`config.mk`:
```
export PLATFORM = sky130hd
export DESIGN_NAME = bram_read_arbiter_flat
export DESIGN_NICKNAME = d
export VERILOG_FILES = /design/src/rtl/bram_read_arbiter_if.sv /design/src/rtl/bram_read_arbiter.sv /design/src/flat_wrapper.sv
export SDC_FILE = /design/constraint.sdc
export NUM_CORES = 1
export LEC_CHECK = 0
export BUFFER_PORTS_ARGS = -buffer_cell sky130_fd_sc_hd__buf_2
export CAP_MARGIN = 20
export CORE_UTILIZATION = 40
export CTS_CLUSTER_SIZE = 10
export DETAILED_ROUTE_END_ITERATION = 8
export PLACE_DENSITY = 0.68
export SETUP_SLACK_MARGIN = 0.3
export SLEW_MARGIN = 20
export SYNTH_ARGS = -nofsm -noshare
export SYNTH_HDL_FRONTEND = slang
export SYNTH_SLANG_ARGS = --single-unit
```
`constraint.sdc`:
```
create_clock -name clk -period 5.5 [get_ports clk]
set_input_delay 0.55 -clock clk [delete_from_list [all_inputs] [get_ports clk]]
set_output_delay 0.55 -clock clk [all_outputs]
set_load 0.05 [all_outputs]
```
`src/rtl/bram_read_arbiter_if.sv`:
```
// Handshake bundle between the strip drivers, the read arbiter and the frame BRAM.
// The slave modport is the arbiter's view; master is the requester/BRAM side.
interface bram_read_arbiter_if #(
    parameter int NUM_CHANNELS  = 8,
    parameter int ADDRESS_WIDTH = 13,
    parameter int DATA_WIDTH    = 8
);
    logic [NUM_CHANNELS-1:0]               data_req;
    logic [NUM_CHANNELS*ADDRESS_WIDTH-1:0] data_addr;
    logic [NUM_CHANNELS-1:0]               data_rdy;
    logic [NUM_CHANNELS*DATA_WIDTH-1:0]    data;
    logic                                  mem_ren;
    logic [ADDRESS_WIDTH-1:0]              mem_raddr;
    logic [DATA_WIDTH-1:0]                 mem_rdata;

    modport slave (
        input  data_req,
        input  data_addr,
        input  mem_rdata,
        output data_rdy,
        output data,
        output mem_ren,
        output mem_raddr
    );

    modport master (
        output data_req,
        output data_addr,
        output mem_rdata,
        input  data_rdy,
        input  data,
        input  mem_ren,
        input  mem_raddr
    );
endinterface

```
`src/rtl/bram_read_arbiter.sv`:
```
// Shares one BRAM read port among NUM_CHANNELS requesters (round-robin or fixed
// priority), one issue per clock, with a tag pipeline steering data back per channel.
module bram_read_arbiter #(
    parameter int NUM_CHANNELS  = 8,
    parameter int ADDRESS_WIDTH = 13,
    parameter int DATA_WIDTH    = 8,
    parameter int MEM_LATENCY   = 1,
    parameter int PRIORITY_MODE = 0
) (
    input  logic               clk,
    input  logic               rst,
    bram_read_arbiter_if.slave io_bus
);
    localparam int            IW      = (NUM_CHANNELS > 1) ? $clog2(NUM_CHANNELS) : 1;
    localparam logic [IW-1:0] LAST_CH = IW'(NUM_CHANNELS - 1);

    logic [NUM_CHANNELS-1:0]                 r_pending;
    logic [NUM_CHANNELS-1:0]                 r_data_rdy;
    logic [NUM_CHANNELS-1:0][DATA_WIDTH-1:0] r_data;
    logic                                    r_mem_ren;
    logic [ADDRESS_WIDTH-1:0]                r_mem_raddr;
    logic [IW-1:0]                           r_issue_ch;
    logic [IW-1:0]                           r_last_grant;
    logic [MEM_LATENCY-1:0]                  r_tag_valid;
    logic [IW-1:0]                           r_tag_ch [MEM_LATENCY];

    logic [NUM_CHANNELS-1:0]  w_eligible;
    logic [NUM_CHANNELS-1:0]  w_grant_onehot;
    logic [NUM_CHANNELS-1:0]  w_done;
    logic [IW-1:0]            w_search_start;
    logic                     w_grant_valid;
    logic [IW-1:0]            w_grant_ch;
    logic [ADDRESS_WIDTH-1:0] w_grant_addr;
    logic                     w_tag_out_valid;
    logic [IW-1:0]            w_tag_out_ch;
    int                       w_idx;
    logic [IW-1:0]            w_cand;

    // Wrap is explicit so non-power-of-two channel counts rotate correctly.
    always_comb begin
        w_search_start = '0;
        if (PRIORITY_MODE == 0 && r_last_grant != LAST_CH) begin
            w_search_start = r_last_grant + IW'(1);
        end
    end

    always_comb begin
        w_grant_valid = 1'b0;
        w_grant_ch    = '0;
        w_idx         = 0;
        w_cand        = '0;
        for (int i = 0; i < NUM_CHANNELS; i++) begin
            w_idx = int'(w_search_start) + i;
            if (w_idx >= NUM_CHANNELS) begin
                w_idx = w_idx - NUM_CHANNELS;
            end
            w_cand = IW'(w_idx);
            if (!w_grant_valid && w_eligible[w_cand]) begin
                w_grant_valid = 1'b1;
                w_grant_ch    = w_cand;
            end
        end
    end

    always_comb begin
        w_grant_addr = '0;
        for (int k = 0; k < NUM_CHANNELS; k++) begin
            if (w_grant_onehot[k]) begin
                w_grant_addr = w_grant_addr | io_bus.data_addr[k*ADDRESS_WIDTH +: ADDRESS_WIDTH];
            end
        end
    end

    assign w_tag_out_valid = r_tag_valid[MEM_LATENCY-1];
    assign w_tag_out_ch    = r_tag_ch[MEM_LATENCY-1];

    // Stage 0 of the tag travels with mem_ren; the last stage lines up with mem_rdata.
    always_ff @(posedge clk or posedge rst) begin
        if (rst) begin
            r_mem_ren    <= 1'b0;
            r_mem_raddr  <= '0;
            r_issue_ch   <= '0;
            r_last_grant <= LAST_CH;
            r_tag_valid  <= '0;
            for (int k = 0; k < MEM_LATENCY; k++) begin
                r_tag_ch[k] <= '0;
            end
        end else begin
            r_mem_ren      <= w_grant_valid;
            r_issue_ch     <= w_grant_ch;
            if (w_grant_valid) begin
                r_mem_raddr  <= w_grant_addr;
                r_last_grant <= w_grant_ch;
            end
            r_tag_valid[0] <= r_mem_ren;
            r_tag_ch[0]    <= r_issue_ch;
            for (int k = 1; k < MEM_LATENCY; k++) begin
                r_tag_valid[k] <= r_tag_valid[k-1];
                r_tag_ch[k]    <= r_tag_ch[k-1];
            end
        end
    end

    for (genvar gi = 0; gi < NUM_CHANNELS; gi++) begin : g_chan
        // Masking with data_rdy absorbs a registered requester's late deassertion.
        assign w_eligible[gi]     = io_bus.data_req[gi] & ~r_pending[gi] & ~r_data_rdy[gi];
        assign w_grant_onehot[gi] = w_grant_valid && (w_grant_ch == IW'(gi));
        assign w_done[gi]         = w_tag_out_valid && (w_tag_out_ch == IW'(gi));

        always_ff @(posedge clk or posedge rst) begin
            if (rst) begin
                r_pending[gi]  <= 1'b0;
                r_data_rdy[gi] <= 1'b0;
                r_data[gi]     <= '0;
            end else begin
                r_data_rdy[gi] <= w_done[gi];
                if (w_done[gi]) begin
                    r_data[gi]    <= io_bus.mem_rdata;
                    r_pending[gi] <= 1'b0;
                end else if (w_grant_onehot[gi]) begin
                    r_pending[gi] <= 1'b1;
                end
            end
        end
    end

    assign io_bus.data_rdy  = r_data_rdy;
    assign io_bus.data      = r_data;
    assign io_bus.mem_ren   = r_mem_ren;
    assign io_bus.mem_raddr = r_mem_raddr;
endmodule
```
`src/flat_wrapper.sv`:
```
// flat-port wrapper written by rule: the top's interface ports become plain ports
module bram_read_arbiter_flat 
#(
    parameter int NUM_CHANNELS  = 8,
    parameter int ADDRESS_WIDTH = 13,
    parameter int DATA_WIDTH    = 8,
    parameter int MEM_LATENCY   = 1,
    parameter int PRIORITY_MODE = 0
)
  (clk, rst, io_bus_data_req, io_bus_data_addr, io_bus_mem_rdata, io_bus_data_rdy, io_bus_data, io_bus_mem_ren, io_bus_mem_raddr);
  bram_read_arbiter_if #(.NUM_CHANNELS(NUM_CHANNELS), .ADDRESS_WIDTH(ADDRESS_WIDTH), .DATA_WIDTH(DATA_WIDTH)) io_bus_i ();
  input  logic clk;
  input  logic rst;
  input wire logic [$bits(io_bus_i.data_req)-1:0] io_bus_data_req;
  input wire logic [$bits(io_bus_i.data_addr)-1:0] io_bus_data_addr;
  input wire logic [$bits(io_bus_i.mem_rdata)-1:0] io_bus_mem_rdata;
  output wire logic [$bits(io_bus_i.data_rdy)-1:0] io_bus_data_rdy;
  output wire logic [$bits(io_bus_i.data)-1:0] io_bus_data;
  output wire logic [$bits(io_bus_i.mem_ren)-1:0] io_bus_mem_ren;
  output wire logic [$bits(io_bus_i.mem_raddr)-1:0] io_bus_mem_raddr;
  assign io_bus_i.data_req = io_bus_data_req;
  assign io_bus_i.data_addr = io_bus_data_addr;
  assign io_bus_i.mem_rdata = io_bus_mem_rdata;
  assign io_bus_data_rdy = io_bus_i.data_rdy;
  assign io_bus_data = io_bus_i.data;
  assign io_bus_mem_ren = io_bus_i.mem_ren;
  assign io_bus_mem_raddr = io_bus_i.mem_raddr;
  bram_read_arbiter #(.NUM_CHANNELS(NUM_CHANNELS), .ADDRESS_WIDTH(ADDRESS_WIDTH), .DATA_WIDTH(DATA_WIDTH), .MEM_LATENCY(MEM_LATENCY), .PRIORITY_MODE(PRIORITY_MODE)) u_core (.clk(clk), .rst(rst), .io_bus(io_bus_i));
endmodule
```
# Word level (Yosys, flattened, before mapping)
# Cells that the tools add are included.
# word_totals
latch_bits,0
mem_bits_rw,0
mem_bits_ro,0
register_bits,104
inputBits,122
mem_count,0
output_inout_bits,86
# classes
n_addsub,16
n_eq_ne,15
bitwise_logic,39
shift,0
div_mod_pow,0
magnitude_cmp,16
n_mul,0
n_reduce_logical,40
mux,65
# op_table
operator,n
two-way mux 13 bit,8
OR 13 bit,7
two-way mux 3 bit,17
less-than comparator 3 x 4 -> 1 bit (second input constant),8
two-way mux 1 bit,32
greater-or-equal comparator 4 bit (second input constant),7
binary-select mux 1 bit (select 3 bit),8
== test 3 bit (second input constant),8
subtractor 3 x 1 -> 3 bit (second input constant),8
logical AND 1 bit,23
adder 3 x 3 -> 4 bit (second input constant),4
bitwise AND 1 bit,16
NOT 1 bit,16
nonzero test 2 bit,8
== test 3 x 2 -> 1 bit (second input constant),4
adder 3 x 2 -> 4 bit (second input constant),2
zero test 1 bit,7
== test 3 x 1 -> 1 bit (second input constant),2
zero test 3 bit,2
adder 3 x 1 -> 4 bit (second input constant),1
greater-or-equal comparator 3 x 4 -> 1 bit (second input constant),1
adder 3 x 1 -> 3 bit (second input constant),1
inequality test 3 bit (second input constant),1

# Longest topological paths before layout
# Gate-level depths: netlist of run 1.
# logic_depth
depth_word,45
mapped_depth,18
mapped_depth_nobuf,16

# Worst setup path before layout of run 1
# No wires, ideal clock.
# synth_timing
path_kind,reg-to-reg
startpoint,register u_core.r_last_grant[0]
endpoint,register u_core.r_mem_raddr[11] (netlist: u_core.io_bus.mem_raddr[11])
n_path_buf,2
setup_time_ps,141
required_ps,5359
slack_ps,1520
path_stages_with_launch,18
t_arrival_ps,3840
cell_sequence,dfstp_2 -> ha_1 -> ha_1 -> nor2_4 -> inv_2 -> buf_2 -> ha_1 -> inv_1 -> mux4_2 -> a31oi_1 -> o221ai_1 -> a2111oi_2 -> o32ai_1 -> a32oi_4 -> buf_4 -> mux4_2 -> nand2_1 -> a31oi_1
# synth_between
elab_chain_len,45
word_cells_on_any_way,111
cone_classes,add/sub (16); order compare (8); eq/ne (8); mux (49); bitwise (7); reduce/logical (23)
# synth_lines
item,line,text
start: declaration,bram_read_arbiter.sv:23,logic [IW-1:0] r_last_grant;
start signal: assignment,bram_read_arbiter.sv:93,r_last_grant <= w_grant_ch;
adder 3 x 1 -> 3 bit or inequality test 3 bit (tied branches),"bram_read_arbiter.sv:43, bram_read_arbiter.sv:42",
two-way mux 3 bit *,bram_read_arbiter.sv:42,if (PRIORITY_MODE == 0 && r_last_grant != LAST_CH) begin
"parallel branches: the longest is 43 deep, another holds adder 3 x 1 -> 4 bit",--,
end signal: assignment,bram_read_arbiter.sv:92,r_mem_raddr <= w_grant_addr;
end: declaration,bram_read_arbiter.sv:21,logic [ADDRESS_WIDTH-1:0] r_mem_raddr;
# Every way passes the cells marked *. The select of a mux whose other input is x is not followed.
# A chain may end at the register's enable or synchronous reset.

# Final worst setup path of run 1
# layout_timing
startpoint,register u_core.r_last_grant[0]
endpoint,register u_core.r_mem_raddr[6] (netlist: u_core.io_bus.mem_raddr[6])
# Same word-level chain as after synthesis.

==> flow_summary.json, run 1 <==
{
  "status": "finished, final reports clean",
  "synth.area.top_cells": "dfrtp_1 46%, nand2_1 9.8%, mux4_2 7.7%",
  "path_delay_family": "compound AO/OA/AOI/OAI gates",
  "place_area_um2": 6720,
  "max_cap_violations": 0,
  "final_antenna_net_count": 0,
  "fmaxAchievable_mhz": 224,
  "numCtsBuffers": 9,
  "die-area_um2": 14300,
  "worstSetupEndpointType": "flop",
  "worst_slew_margin_rel_pct": 27.5,
  "grt_max_degree": 72,
  "finClkSkew_ns": 0.00862,
  "num_rows": 42,
  "synth_cell_type_count": 58,
  "final_common_cell": "buf_2",
  "firstDrtPassIters": 6,
  "post_cts_buffers": 0,
  "grt_pass1_vias": 4866,
  "startpoint_type": "flop",
  "die_h_um": 120,
  "critPathSlowestCell": "dfstp_2",
  "r2r_start": "u_core.r_last_grant[0]$_DFFE_PP1P_",
  "syn_inst": 542,
  "cp_num_buf_inv": 4,
  "yosysWarnings": 0,
  "drt_iter0_drc": 417,
  "ctsHoldBuffers": 0,
  "ys_seq_elements": 104,
  "grt_util_all_layers_pct": 23.5,
  "synth_nets": 667,
  "die_w_um": 120,
  "cts_resized": 0,
  "seq_area_um2": 2610,
  "drc": 0,
  "io_pins": 208,
  "startpoint": "u_core.r_last_grant[0]$_DFFE_PP1P_",
  "port_buffers": 207,
  "fillers": 1270,
  "clk_pin_slew_ns": 0.08,
  "num_antenna_cells": 0,
  "dp_hpwl_um": 12300,
  "grt_pass1_wl_um": 26300,
  "syn2layout_area_growth_pct": 27.0,
  "cts_tree": "built",
  "start_util_pct": 41.4,
  "worst_pin_slew_ns": 1.08,
  "final_cell_mix": "207 x buf_2, 145 x nand2_1, 101 x dfrtp_1, 42 x nor2_1, 32 x mux2_2",
  "multiInputGateArea_um2": 2750,
  "gp_congestion": 0.890,
  "holdWs_ns": 0.202,
  "crit_fanout": 30,
  "htree_levels": 3,
  "clk_latency_ns": 0.35,
  "drive_above_1_share_pct": 41.4,
  "synth_largest_area_cell": "dfrtp_1",
  "fin_crit_sh_pct": 81.1,
  "seq_area_frac_synth_pct": 47.0,
  "finalSetupTns_ns": 0,
  "cp_data_required_time_ns": 5.71,
  "fin_crit_ns": 4.46,
  "worstSetupPathType": "flop to flop",
  "cts_sinks": 104,
  "hold_viol": 0,
  "setup_viol": 0,
  "critPathMostFrequentCell": "ha_1",
  "cts_max_path_buffers": 2,
  "critPathMaxStageDelay_ns": 0.59,
  "crit_arrival_ns": 4.67,
  "rsz0062_at_grt": "no",
  "synth_edf_count": 0,
  "num_vias": 4952,
  "wirelength_um": 16400,
  "min_path_type": "input pin to async pin",
  "cp_cell_sequence": "ha_1 -> ha_1 -> nor2b_1 -> buf_4 -> inv_2 -> ha_1 -> inv_1 -> mux4_2 -> a31oi_1 -> o221ai_1 -> a2111oi_2 -> o32ai_1 -> a32oi_4 -> buf_4 -> mux4_2 -> nand2_1 -> a31oi_1",
  "finalNetCount": 866,
  "vias_per_cell": 5.37,
  "yosys.area.top_type_share_pct": 45.5,
  "async_flop_share_pct": 100,
  "core_area_um2": 13400,
  "overflow": 0,
  "syn_area_um2": 5550,
  "drv_slew": 0,
  "clockRootBuffer": "clkbuf_16",
  "finalInstanceArea_um2": 7050,
  "antenna_found_initial": 0,
  "routedWlPerCell_um": 17.8,
  "synth_ff_type": "dfrtp_1",
  "postSynthAreaPerCell_um2": 10.2
}
## cells by family (layout without fill, tap and decap cells)
logic type | after synthesis | in the layout | synth area share, %
adder cells (fa/ha/maj) | 3 | 3 | 0.677
buffers and inverters | 40 | 244 | 3.61
multiplexers | 56 | 56 | 15.5
flip-flops | 104 | 104 | 47.0
AND/OR/NAND/NOR | 245 | 245 | 20.0
XOR/XNOR | 5 | 5 | 0.789
AO/OA/AOI/OAI | 89 | 89 | 12.5
## layout make-up
cell class / count / share of cell area (%)
well taps: 176 / 3.12
clock inverters: 7 / 1.47
repair buffers: 213 / 15.3
inverters: 15 / 0.834
clock buffers: 9 / 3.20
multi-input cells: 398 / 39.1
flip-flops and latches: 104 / 37.0
## final timing paths
check / end / slack [ns] / depth (start not counted)
worst max-delay path: u_core.io_bus.mem_raddr[6]$_DFFE_PP0P_ / 1.04 / 17
worst min-delay path: u_core.io_bus.data[42]$_DFFE_PP0P_ / 0.20 / 2
worst max register to register: u_core.io_bus.mem_raddr[6]$_DFFE_PP0P_ / 1.04 / 17
worst min register to register: u_core.r_tag_ch[2]$_DFF_PP0_ / 0.35 / 0
max in group asynchronous: u_core.io_bus.mem_raddr[11]$_DFFE_PP0P_ / 4.05 / 3
min in group clk: u_core.r_tag_ch[2]$_DFF_PP0_ / 0.35 / 0
## cells in the mapped netlist, types with 3 or more instances
master and number:
a21oi_1 8, and2_0 10, a22oi_1 4, nor3_1 4, nor3b_2 4, mux2_2 32, a311o_1 13, nor3b_1 5
o21ai_0 4, xnor2_1 3, dfstp_2 3, nand2b_1 4, nor2_1 42, clkinv_1 4, nand4_1 4, mux4_2 19
buf_2 7, or2_2 3, buf_6 5, a31oi_1 24, dfrtp_1 101, a211oi_1 14, ha_1 3, and2_1 5
clkbuf_1 11, a31o_2 3, o221ai_1 3, nand2_1 145, inv_1 8, nand3_1 11, inv_2 3
## registers in the layout, summed over array words and instances, names as in the netlist
name and flops:
u_core.r_tag_ch 3, u_core.r_last_grant 3, u_core.r_pending 8, u_core.r_tag_valid 1, u_core.io_bus.mem_raddr 13, u_core.r_issue_ch 3
u_core.io_bus.data_rdy 8, u_core.io_bus.data 64, u_core.io_bus.mem_ren 1
## stage by stage
| step | std cells | setup WS (ns) | utilization, % |
|---|---|---|---|
| 6_report | 922 | 1.04 | 52.6 |
| 5_1_grt | 922 | 0.717 | 52.6 |
| 4_1_cts | 922 | 1.07 | 52.6 |
| 3_5_place_dp | 906 | 1.08 | 50.1 |
| 3_3_place_gp | 906 | 1.12 | 50.1 |
| 2_1_floorplan | 542 | 1.52 | - |
## routing by layer
metal  share of wire, %  GRT usage [%]  vias up
met5                  0              0        -
met4                1.4           6.02        0
met3                6.6           3.80       21
met2                 49           37.9      185
met1                 43           33.0     2409
li1                   -              -     2337
Power of run 1 is left out: the tool's default activity adds up to more than one toggle a clock period on the data nets, which glitch-free logic cannot reach.
==> run 2: changes to the inputs <==
--- a/config.mk
+++ b/config.mk
@@ -5,12 +5,13 @@
 export SDC_FILE = /design/constraint.sdc
 export NUM_CORES = 1
 export LEC_CHECK = 0
+export ABC_AREA = 1
 export BUFFER_PORTS_ARGS = -buffer_cell sky130_fd_sc_hd__buf_2
 export CAP_MARGIN = 20
 export CORE_UTILIZATION = 40
 export CTS_CLUSTER_SIZE = 10
 export DETAILED_ROUTE_END_ITERATION = 8
-export PLACE_DENSITY = 0.68
+export PLACE_DENSITY = 0.67
 export SETUP_SLACK_MARGIN = 0.3
 export SLEW_MARGIN = 20
 export SYNTH_ARGS = -nofsm -noshare
==> constraint.sdc (replaced) <==
create_clock -name clk -period 4.4 [get_ports clk]
set_input_delay 0.44 -clock clk [delete_from_list [all_inputs] [get_ports clk]]
set_output_delay 0.44 -clock clk [all_outputs]
set_load 0.05 [all_outputs]
==> run 2 against run 1 <==
Effect of this change: global-route usage up 0.32 points; maximum frequency up 18%; synthesized area up 6.5%; synthesized cell count up 40%; die area up 6.4%; utilization down 1.3 points; final cell count up 24%; final area up 5.3%; worst setup slack worse by 0.43 ns; largest cell class unchanged; highest routed layer unchanged.
==> flow_summary.json, run 2 <==
{
  "synth_largest_area_cell": "dfrtp_1",
  "fmaxAchievable_mhz": 264,
  "synth_top_family_by_area": "simple AND/OR/NAND/NOR gates",
  "gp_congestion": 0.925,
  "largest_reg_flops": 64,
  "synthMuxAreaShare_pct": 0,
  "cts_max_path_buffers": 2,
  "syn_area_um2": 5910,
  "clk_latency_ns": 0.35,
  "final_cell_mix": "207 x buf_2, 159 x nand2_1, 101 x dfrtp_1, 92 x nand3_1, 78 x nor2_1",
  "worstSetupEndpointType": "flop",
  "numCtsBuffers": 9,
  "hold_viol": 0,
  "num_antenna_cells": 0,
  "drt_iter0_drc": 343,
  "die_w_um": 124,
  "postSynthAreaPerCell_um2": 7.81,
  "synth_cell_type_count": 34,
  "synth.most_common_cell": "nand2_1",
  "synth_nets": 882,
  "yosys.area_share.simple_pct": 37.1,
  "synth.area.top_cells": "dfrtp_1 43%, nand2_1 10%, nand3_1 7.8%",
  "final_antenna_net_count": 0,
  "yosys.area.top_type_share_pct": 42.8,
  "seq_area_um2": 2610,
  "synth-compound-area-share_pct": 7.62,
  "synthAdderAreaFrac_pct": 0.635,
  "core_area_um2": 14500,
  "seq_area_frac_synth_pct": 44.1,
  "clk_pin_slew_ns": 0.08,
  "io_pins": 208,
  "syn2layout_area_growth_pct": 25.6,
  "wirelength_um": 18100,
  "finalNetCount": 1076,
  "grt_pass1_wl_um": 27500,
  "startpoint_type": "flop",
  "final_common_cell": "buf_2",
  "drc": 0,
  "worstSetupPathType": "flop to flop",
  "antenna_found_initial": 0,
  "synth_xor_xnor_area_share_pct": 1.02,
  "num_rows": 44,
  "die_h_um": 124,
  "cts_tree": "built",
  "crit_fanout": 22,
  "cts_sinks": 104,
  "worst_pin_slew_ns": 0.827,
  "grt_util_all_layers_pct": 23.8,
  "die-area_um2": 15300,
  "drive_above_1_share_pct": 32.3,
  "start_util_pct": 40.8,
  "synth_edf_count": 0,
  "overflow": 0,
  "dp_hpwl_um": 13200,
  "port_buffers": 207,
  "drv_slew": 0,
  "synth_ff_type": "dfrtp_1",
  "cp_data_required_time_ns": 4.64,
  "grt_max_degree": 67,
  "crit_arrival_ns": 4.03,
  "yosysWarnings": 0,
  "grt_pass1_vias": 5196,
  "setup_viol": 0,
  "startpoint": "u_core.r_last_grant[1]$_DFFE_PP1P_",
  "firstDrtPassIters": 5,
  "vias_per_cell": 5.19,
  "min_path_type": "input pin to async pin",
  "finClkSkew_ns": 0.00863,
  "routedWlPerCell_um": 15.8,
  "finalSetupTns_ns": 0,
  "syn_inst": 757,
  "max_cap_violations": 0,
  "rsz0062_at_grt": "yes",
  "worst_slew_margin_rel_pct": 44.9,
  "ys_seq_elements": 104,
  "num_vias": 5911,
  "async_flop_share_pct": 100,
  "multiInputGateArea_um2": 2780,
  "status": "finished, final reports clean",
  "synth_common_cells": "159 x nand2_1, 101 x dfrtp_1, 92 x nand3_1",
  "htree_levels": 3,
  "r2r_start": "u_core.r_last_grant[1]$_DFFE_PP1P_",
  "clockRootBuffer": "clkbuf_16",
  "fin_crit_sh_pct": 86.2,
  "fillers": 1459,
  "fin_crit_ns": 3.79
}
run 2: cells by family after synthesis:
kind of cell | after synthesis
AND/OR/NAND/NOR | 444
buffers and inverters | 120
flip-flops | 104
AO/OA/AOI/OAI | 83
XOR/XNOR | 3
adder cells (fa/ha/maj) | 3
run 2: timing repair:
item	in CTS	in global routing
resized for setup	0	13
hold buffers	0	0
endpoints found under the setup margin	0	14
endpoints found under the hold margin	0	0
setup buffers	0	2
run 2: metrics by stage:
| step | cells | instance area [um2] | hold WS, ns | setup WS (ns) | utilization (%) |
|---|---|---|---|---|---|
| after floorplan | 757 | 5910 | 0.331 | 1.05 | - |
| after global placement | 1120 | 7010 | 0.334 | 0.622 | 48.4 |
| after detailed placement | 1120 | 7010 | 0.340 | 0.545 | 48.4 |
| after CTS | 1136 | 7330 | 0.284 | 0.515 | 50.7 |
| after global routing | 1140 | 7420 | 0.326 | 0.292 | 51.3 |
| final | 1140 | 7420 | 0.243 | 0.606 | 51.3 |
run 2: area by class of cell:
class	count	share of cell area (%)
inverters	81	4.23
multi-input cells	534	37.4
clock buffers	9	3.03
repair inverters	1	0.101
well taps	184	3.10
repair buffers	220	15.7
flip-flops and latches	104	35.1
clock inverters	7	1.28
run 2: routing by layer:
| metal | share of wire (%) | vias to the layer above | GRT usage, % |
|---|---|---|---|
| met5 | 0 | - | 0 |
| met4 | 1.2 | 0 | 4.97 |
| met3 | 6.0 | 17 | 4.01 |
| met2 | 49 | 219 | 39.0 |
| met1 | 44 | 2782 | 33.1 |
| li1 | - | 2893 | - |
run 2: worst paths after layout:
path	slack, ns	endpoint	cells after the start
max in group asynchronous	3.12	u_core.io_bus.data[23]$_DFFE_PP0P_	3
max	0.61	u_core.io_bus.mem_raddr[4]$_DFFE_PP0P_	24
min	0.24	u_core.io_bus.data[42]$_DFFE_PP0P_	2
min in group clk	0.35	u_core.r_tag_ch[0]$_DFF_PP0_	0
min reg2reg	0.35	u_core.r_tag_ch[0]$_DFF_PP0_	0
max reg2reg	0.61	u_core.io_bus.mem_raddr[4]$_DFFE_PP0P_	24
run 2: critical path: stages, from the launching register on:
cell and delay [ns]:
dfstp_2 0.57, ha_1 0.15, ha_1 0.19, inv_2 0.08, nand2_4 0.17, ha_2 0.37
clkinvlp_4 0.15, nand3_1 0.11, nand3_1 0.11, nand2_2 0.13, nor2_8 0.19, nand4_4 0.11
nor2_4 0.17, nand2_1 0.10, nand2_2 0.08, nand2_2 0.12, nand2_8 0.17, nor2_4 0.06
buf_6 0.17, nand2_1 0.13, nor2_1 0.05, nor2_1 0.10, nand3_1 0.08, nand2_1 0.06
inv_1 0.04
Power of run 2 is left out for the same reason.
